**src/rtl/dma_bus_master_pkg.sv**
```systemverilog
// Shared types and constants for the DMA bus master.
// State encoding, address step and idle strobe level used by the FSM and address counters.
package dma_bus_master_pkg;

  typedef enum logic [2:0] {
    IDLE = 3'd0,
    REQ  = 3'd1,
    RD   = 3'd2,
    WR   = 3'd3,
    NEXT = 3'd4,
    FIN  = 3'd5
  } dma_state_e;

  localparam int   ADDR_STEP   = 2;
  localparam logic STROBE_IDLE = 1'b1;

endpackage

```
**src/rtl/dma_bus_master_addr_counter.sv**
```systemverilog
// Word-aligned bus address register: loads a start address with bit 0 cleared,
// then steps by one 16-bit word per increment, wrapping modulo 2^ADDR_W.
module dma_addr_counter
  import dma_bus_master_pkg::*;
#(
  parameter int ADDR_W = 16
) (
  input  logic              clk,
  input  logic              rst,
  input  logic              load,
  input  logic              inc,
  input  logic [ADDR_W-1:0] load_addr,
  output logic [ADDR_W-1:0] addr
);

  logic [ADDR_W-1:0] addr_q, addr_d;

  always_comb begin
    addr_d = addr_q;
    if (load) begin
      addr_d = {load_addr[ADDR_W-1:1], 1'b0};
    end else if (inc) begin
      addr_d = addr_q + ADDR_W'(ADDR_STEP);
    end
  end

  always_ff @(posedge clk or posedge rst) begin
    if (rst) begin
      addr_q <= '0;
    end else begin
      addr_q <= addr_d;
    end
  end

  assign addr = addr_q;

endmodule

```
**src/rtl/dma_bus_master.sv**
```systemverilog
// DMA bus master: copies COUNT words from SRC to DST over the shared CPU bus,
// arbitrating through BUSREQ/BUSGNT. Define DMA_FILL_EN to add the constant-fill mode.
module dma_bus_master
  import dma_bus_master_pkg::*;
#(
  parameter int ADDR_W = 16,
  parameter int DATA_W = 16,
  parameter int LEN_W  = 12,
  parameter int RD_LAT = 1
) (
  input  logic              CLK,
  input  logic              RESET,
  input  logic [ADDR_W-1:0] SRC,
  input  logic [ADDR_W-1:0] DST,
  input  logic [LEN_W-1:0]  COUNT,
  input  logic              START,
`ifdef DMA_FILL_EN
  input  logic              FILL,
  input  logic [DATA_W-1:0] FILL_DATA,
`endif
  output logic              BUSY,
  output logic              DONE,
  output logic              IRQ,
  input  logic              IRQ_ACK,
  output logic              BUSREQ,
  input  logic              BUSGNT,
  output logic [ADDR_W-1:0] ADDR,
  output logic [DATA_W-1:0] DOUT,
  input  logic [DATA_W-1:0] DIN,
  output logic              RDN,
  output logic              WR0N,
  output logic              WR1N
);

  localparam int LAT_W = (RD_LAT > 0) ? $clog2(RD_LAT + 1) : 1;

  dma_state_e        state_q, state_d;
  logic [LEN_W-1:0]  count_q, count_d;
  logic [DATA_W-1:0] data_q, data_d;
  logic [LAT_W-1:0]  lat_q, lat_d;
  logic              irq_q, irq_d;
  logic              addr_load, addr_inc, skip_rd;
  logic [ADDR_W-1:0] src_addr, dst_addr;

`ifdef DMA_FILL_EN
  logic fill_q, fill_d;

  always_ff @(posedge CLK or posedge RESET) begin
    if (RESET) begin
      fill_q <= 1'b0;
    end else begin
      fill_q <= fill_d;
    end
  end

  assign skip_rd = fill_q;
`else
  assign skip_rd = 1'b0;
`endif

  dma_addr_counter #(.ADDR_W(ADDR_W)) u_src_cnt (
    .clk       (CLK),
    .rst       (RESET),
    .load      (addr_load),
    .inc       (addr_inc),
    .load_addr (SRC),
    .addr      (src_addr)
  );

  dma_addr_counter #(.ADDR_W(ADDR_W)) u_dst_cnt (
    .clk       (CLK),
    .rst       (RESET),
    .load      (addr_load),
    .inc       (addr_inc),
    .load_addr (DST),
    .addr      (dst_addr)
  );

  // Next-state logic; a word that has entered RD or WR finishes regardless of BUSGNT.
  always_comb begin
    state_d   = state_q;
    count_d   = count_q;
    data_d    = data_q;
    lat_d     = lat_q;
    irq_d     = irq_q & ~IRQ_ACK;
    addr_load = 1'b0;
    addr_inc  = 1'b0;
`ifdef DMA_FILL_EN
    fill_d    = fill_q;
`endif
    case (state_q)
      IDLE: begin
        if (START) begin
          if (COUNT != '0) begin
            addr_load = 1'b1;
            count_d   = COUNT;
            state_d   = REQ;
`ifdef DMA_FILL_EN
            fill_d    = FILL;
            if (FILL) begin
              data_d = FILL_DATA;
            end
`endif
          end else begin
            state_d = FIN;
          end
        end
      end
      REQ: begin
        if (BUSGNT) begin
          lat_d   = '0;
          state_d = skip_rd ? WR : RD;
        end
      end
      RD: begin
        if (lat_q == LAT_W'(RD_LAT)) begin
          data_d  = DIN;
          state_d = WR;
        end else begin
          lat_d = lat_q + LAT_W'(1);
        end
      end
      WR: state_d = NEXT;
      NEXT: begin
        addr_inc = 1'b1;
        count_d  = count_q - LEN_W'(1);
        lat_d    = '0;
        if (count_q == LEN_W'(1)) begin
          state_d = FIN;
        end else if (BUSGNT) begin
          state_d = skip_rd ? WR : RD;
        end else begin
          state_d = REQ;
        end
      end
      FIN: state_d = IDLE;
      default: state_d = IDLE;
    endcase
    // Setting the interrupt takes priority over a coincident acknowledge.
    if (state_d == FIN) begin
      irq_d = 1'b1;
    end
  end

  always_ff @(posedge CLK or posedge RESET) begin
    if (RESET) begin
      state_q <= IDLE;
      count_q <= '0;
      data_q  <= '0;
      lat_q   <= '0;
      irq_q   <= 1'b0;
    end else begin
      state_q <= state_d;
      count_q <= count_d;
      data_q  <= data_d;
      lat_q   <= lat_d;
      irq_q   <= irq_d;
    end
  end

  always_comb begin
    BUSREQ = 1'b0;
    ADDR   = '0;
    DOUT   = '0;
    RDN    = STROBE_IDLE;
    WR0N   = STROBE_IDLE;
    WR1N   = STROBE_IDLE;
    case (state_q)
      REQ, NEXT: BUSREQ = 1'b1;
      RD: begin
        BUSREQ = 1'b1;
        ADDR   = src_addr;
        RDN    = ~STROBE_IDLE;
      end
      WR: begin
        BUSREQ = 1'b1;
        ADDR   = dst_addr;
        DOUT   = data_q;
        WR0N   = ~STROBE_IDLE;
        WR1N   = ~STROBE_IDLE;
      end
      default: BUSREQ = 1'b0;
    endcase
  end

  assign BUSY = BUSREQ;
  assign DONE = (state_q == FIN);
  assign IRQ  = irq_q;

endmodule
```
**config.mk**
```make
export PLATFORM = sky130hd
export DESIGN_NAME = dma_bus_master
export DESIGN_NICKNAME = d
export VERILOG_FILES = /design/src/rtl/dma_bus_master_pkg.sv /design/src/rtl/dma_bus_master_addr_counter.sv /design/src/rtl/dma_bus_master.sv
export SDC_FILE = /design/constraint.sdc
export NUM_CORES = 1
export LEC_CHECK = 0
export BUFFER_PORTS_ARGS = -buffer_cell sky130_fd_sc_hd__buf_4
export CAP_MARGIN = 20
export CORE_UTILIZATION = 30
export CTS_BUF_LIST = sky130_fd_sc_hd__clkbuf_8
export CTS_CLUSTER_DIAMETER = 40
export DETAILED_ROUTE_END_ITERATION = 16
export PLACE_DENSITY_LB_ADDON = 0.12
export SLEW_MARGIN = 20
export SYNTH_ARGS = -nofsm -noshare
export SYNTH_HDL_FRONTEND = slang
export SYNTH_SLANG_ARGS = --single-unit
export TNS_END_PERCENT = 5
```
**constraint.sdc**
```tcl
create_clock -name CLK -period 2.2 [get_ports CLK]
set_input_delay 0.11 -clock CLK [delete_from_list [all_inputs] [get_ports CLK]]
set_output_delay 0.11 -clock CLK [all_outputs]
set_load 0.05 [all_outputs]
```
### Word level (Yosys, flattened, before mapping)

Index checks and enable logic that the tools add are counted.

| cells by class | value |
|---|---|
| $add $sub $neg | 4 |
| multiply operators | 0 |
| div/mod/pow operators | 0 |
| order comparisons | 0 |
| eq/ne operators | 10 |
| shifts and indexed selects | 0 |
| multiplexer cells | 27 |
| bitwise gates (word level) | 2 |
| reductions and logical operators | 9 |

Operator list:

| kind | number |
|---|---|
| $mux 16 | 5 |
| $add 16x2->16 const B | 2 |
| $pmux 16 s2 | 1 |
| $mux 12 | 2 |
| $pmux 12 s2 | 1 |
| $mux 3 | 5 |
| $pmux 3 s5 | 1 |
| $eq 12x1->1 const B | 1 |
| $reduce_bool 12->1 | 1 |
| $sub 12x1->12 const B | 1 |
| $mux 1 | 10 |
| $eq 3x3->1 const B | 3 |
| $eq 3x2->1 const B | 2 |
| $ne 2x2->1 const B | 3 |
| $reduce_and 2->1 | 2 |
| $reduce_bool 2->1 | 2 |
| $reduce_or 4->1 | 1 |
| $eq 3x1->1 const B | 1 |
| $logic_not 3->1 | 1 |
| $pmux 1 s3 | 1 |
| $reduce_and 3->1 | 1 |
| $reduce_bool 3->1 | 1 |
| $mux 2 | 1 |
| $add 1x1->1 const B | 1 |
| 2 further kinds | 2 |

| storage, ports and cells | value |
|---|---|
| register bits | 65 |
| latch bits | 0 |
| RAM bits | 0 |
| bits in read-only memories | 0 |
| output and inout bits | 39 |
| logic and storage cells | 59 |
| memories | 0 |

### Longest topological paths before layout

| logic depth | value |
|---|---|
| depth in word-level cells | 6 |
| gate-level depth with buffers | 7 |

### Hierarchy

From an unflattened synthesis, not the netlist that was laid out.

| unflattened totals | value |
|---|---|
| cells, all modules | 393 |
| area total of the unflattened synthesis | 3866.2 sq um |

Modules (own cells, without submodules):

| module | times used | cells each | area an instance (sq um) | seq. area each (sq um) |
|---|---|---|---|---|
| dma_bus_master | 1 | 217 | 2149.6 | 825.8 |
| dma_addr_counter | 2 | 88 | 858.3 | 375.4 |

### Worst setup path before layout

No wires, ideal clock.

| path | value |
|---|---|
| path kind | register to output |
| start point | register state_q[2] |
| end point | output ADDR[10] |
| arrival | 2.456 ns |
| required time | 2.090 ns |
| slack | -0.366 ns |
| stages on the path, launching flop included | 6 |
| cell sequence | dfrtp_1 > buf_2 > nor2b_1 > and2_1 > inv_1 > o21ai_0 |

| on the way | value |
|---|---|
| word-level cells in the longest chain between the ends | 2 |
| elaborated cells between the ends (all ways) | 3 |
| classes of those cells | eq/ne (2); mux (1) |

Ends and longest elaborated chain:

| what | line | source |
|---|---|---|
| from (decl) | dma_bus_master.sv:37 | `dma_state_e state_q, state_d;` |
| from (signal assigned) | dma_bus_master.sv:153 | `state_q <= state_d;` |
| $eq 3x2->1 | dma_bus_master.sv:168 | `case (state_q)` |
| $pmux 16 s2 * | dma_bus_master.sv:168 |  |
| to (decl) | dma_bus_master.sv:27 | `output logic [ADDR_W-1:0] ADDR,` |

Mark *: on every way between the ends. The rest lies on a longest branch, timed or not.

### Worst setup path after layout

| path | value |
|---|---|
| start point | register state_q[0] |
| end point | output ADDR[14] |

Same word-level chain as after synthesis.

==> impl_metrics.py <==
metrics = {
    "sta": {
        "fin_crit_sh": 0.928,
        "fin_worst_skew_ps": 10.8,
        "fmax_ghz": 0.490,
        "setup_viol": 0,
        "period_minus_slack_ps": 2040,
        "finalHoldViolCount": 0,
        "fin_ws_ps": 158,
        "slew_violations": 0,
        "rsz0062_at_grt": "no",
    },
    "clocking": {
        "insertion_delay_ps": 350,
        "cts_setup_buffers": 0,
        "h-tree-depth": 3,
        "cts-root-buf": "clkbuf_8",
        "cts.sinks": 63,
        "clk_pin_slew_ps": 80,
        "clock_path_buffers": 2,
        "cts_made_buffers": 9,
        "cts_tree": "yes",
    },
    "worst_setup_path": {
        "crit_arrival_ps": 1930,
        "crit_path_max_fanout": 11,
        "cp-startpoint": "state_q[0]",
        "reg2reg_slack_ps": 260,
        "reg2reg_to": "count_q[10]",
        "endpoint_kind": "output port",
        "reg2regPathDepth": 5,
        "start_kind": "flop",
        "r2r-start": "count_q[3]",
        "critical_path_class": "reg2out",
        "cp-endpoint": "ADDR[14]",
        "crit_required_ps": 2090,
    },
    "synthesis": {
        "synth_top_family_by_area": "compound AO/OA/AOI/OAI gates",
        "synth-edff-count": 0,
        "syn_nets": 486,
        "yosys.area_share.simple": 0.193,
        "yosysSeqAreaShare": 0.415,
        "synth.area.mux_share": 0.0869,
        "ys_warn_count": 0,
        "synth_fa_ha_area_frac": 0.0132,
        "synth_compound_area_frac": 0.227,
        "synthesis.area_mm2": 0.00380,
        "synth_ff_type": "dfrtp_1",
        "ys_types": 57,
        "synthCells": 417,
        "ys_ff_latch": 63,
        "async_flop_share": 1.00,
        "syn_avg_cell_area_um2": 9.12,
        "synth_xor_area_frac": 0.00461,
    },
    "power_and_ir_drop": {
        "power-per-cell-area_mw_per_mm2": 1330,
        "power_leakage_nw": 2.41,
        "vdd.ir_drop.worst_v": 0.000557,
    },
    "placed_design": {
        "dp_cells": 679,
        "dpl.hpwl_um": 8560,
        "io_buffers": 100,
        "pre_cts_ws_ps": 225,
        "gp_congestion": 0.820,
    },
    "routing": {
        "drtAntennaViolNets": 0,
        "vias_per_cell": 5.28,
        "wl_um": 12100,
        "drt_iter0_drc": 239,
        "dr.pass1.iters": 6,
        "drt-wirelength-per-cell_um": 16.9,
        "vias": 3787,
        "drc_errors": 0,
    },
    "floorplan": {
        "core_mm2": 0.0122,
        "io_pins": 104,
        "initial_core_util": 0.313,
        "dieWidth_um": 115,
        "die_h_um": 115,
        "die-area_mm2": 0.0131,
        "std_cell_rows": 40,
    },
    "finish": {
        "final_util": 0.430,
        "drive_above_1_share": 0.315,
        "antenna_cells": 0,
        "area_delta_synth_final_pct": 37.5,
        "multiInputGateArea_mm2": 0.00202,
        "fill_cells": 1234,
        "final_net_count": 613,
        "seq_area_mm2": 0.00158,
        "instances_no_fill": 717,
        "final_cell_mix": "buf_4 (122), dfrtp_1 (62), o21ai_0 (35)",
        "final_common_cell": "buf_4",
    },
    "run_status": {
        "status": "finished, final reports clean",
    },
    "global_routing": {
        "grt_use_total": 0.194,
        "grt_pass1_vias": 3699,
        "grt_max_degree": 34,
        "overflow": 0,
        "antenna_found_initial": 0,
        "grt_pass1_wl_um": 19300,
    },
    "worst_hold_path": {
        "min_path_type": "in2reg",
    },
    "flow_run": {
        "drv_cap": 0,
    },
}
==> cell families (layout without fill, tap and decap cells) <==
logic type | after synthesis | after routing
xor gates and xnor gates | 2 | 2
muxes | 31 | 31
and+or+nand+nor | 134 | 134
DFF | 63 | 63
AOI/OAI and AO/OA | 132 | 132
buffers and inverters | 50 | 182
adders and majority gates | 4 | 4
other | 1 | 1
==> registers in the layout, summed over array words and instances (netlist names) <==
register and cells:
u_dst_cnt.addr 15, IRQ 1, count_q 12, u_src_cnt.addr 15
lat_q 1, state_q 3, data_q 16
==> synthesized netlist by cell type, types with 7 or more instances <==
library cell	count	area share
o21ai_0	35	0.046
o22ai_1	13	0.021
and3_1	22	0.036
nor3_1	12	0.016
nand2_1	24	0.024
dfrtp_1	63	0.41
mux2i_1	15	0.039
a22oi_1	9	0.018
nor2_1	26	0.026
a21oi_1	28	0.037
buf_2	7	0.0092
a2bb2oi_1	9	0.021
nand3_1	17	0.022
a22o_1	9	0.021
inv_1	18	0.018
mux2_2	16	0.047
clkbuf_1	17	0.017
==> how the worst min path moves through the flow <==
stage	endpoint	slack [ps]	start	depth (start not counted)
floorplan	IRQ	210	IRQ_ACK	1
global placement	u_dst_cnt.addr[12]	170	RESET	2
detailed placement	u_dst_cnt.addr[12]	180	RESET	2
CTS	u_src_cnt.addr[2]	9	SRC[2]	3
global route	u_dst_cnt.addr[2]	5	DST[2]	3
finish	u_dst_cnt.addr[2]	30	DST[2]	3
==> where the power goes <==
part	total, mW	internal [mW]	switching, mW
clock network	0.866	0.391	0.476
registers	2.31	1.71	0.601
logic	3.78	1.51	2.27
==> worst max-delay path, stage by stage, from the launching register on <==
cell     delay [ps]
dfrtp_2         490
nor2b_1         190
and2_1          160
inv_1           180
o21ai_0         310
buf_4           260
==> per-layer routing <==
layer | global-route usage | wire, um
met1 | 0.261 | 5600
met2 | 0.301 | 5500
met3 | 0.0402 | 815
met4 | 0.0814 | 204
met5 | 0 | 0
==> what timing repair did <==
| action | in CTS | in global routing |
|---|---|---|
| endpoints found under the setup margin | 0 | 13 |
| gates resized for setup | 0 | 6 |
| hold endpoints to repair | 38 | 0 |
| hold buffers | 22 | 0 |
==> final cells by class <==
cell class	count	share of cell area
Inverter	18	0.0129
Sequential cell	63	0.302
Multi-Input combinational cell	304	0.386
Clock buffer	9	0.0237
Clock inverter	7	0.00622
Timing Repair Buffer	148	0.229
Tap cell	168	0.0402
==> metrics by stage <==
step	hold WS (ps)	instance area [um2]	total power, mW	TNS (ps)
2_1_floorplan	206	3800	4.86	-1810
3_3_place_gp	168	4830	6.00	0
3_5_place_dp	176	4830	6.06	0
4_1_cts	9.49	5210	6.98	0
5_1_grt	4.95	5230	7.46	0
6_report	26.7	5230	6.96	0
(Power assumes the default switching activity.)
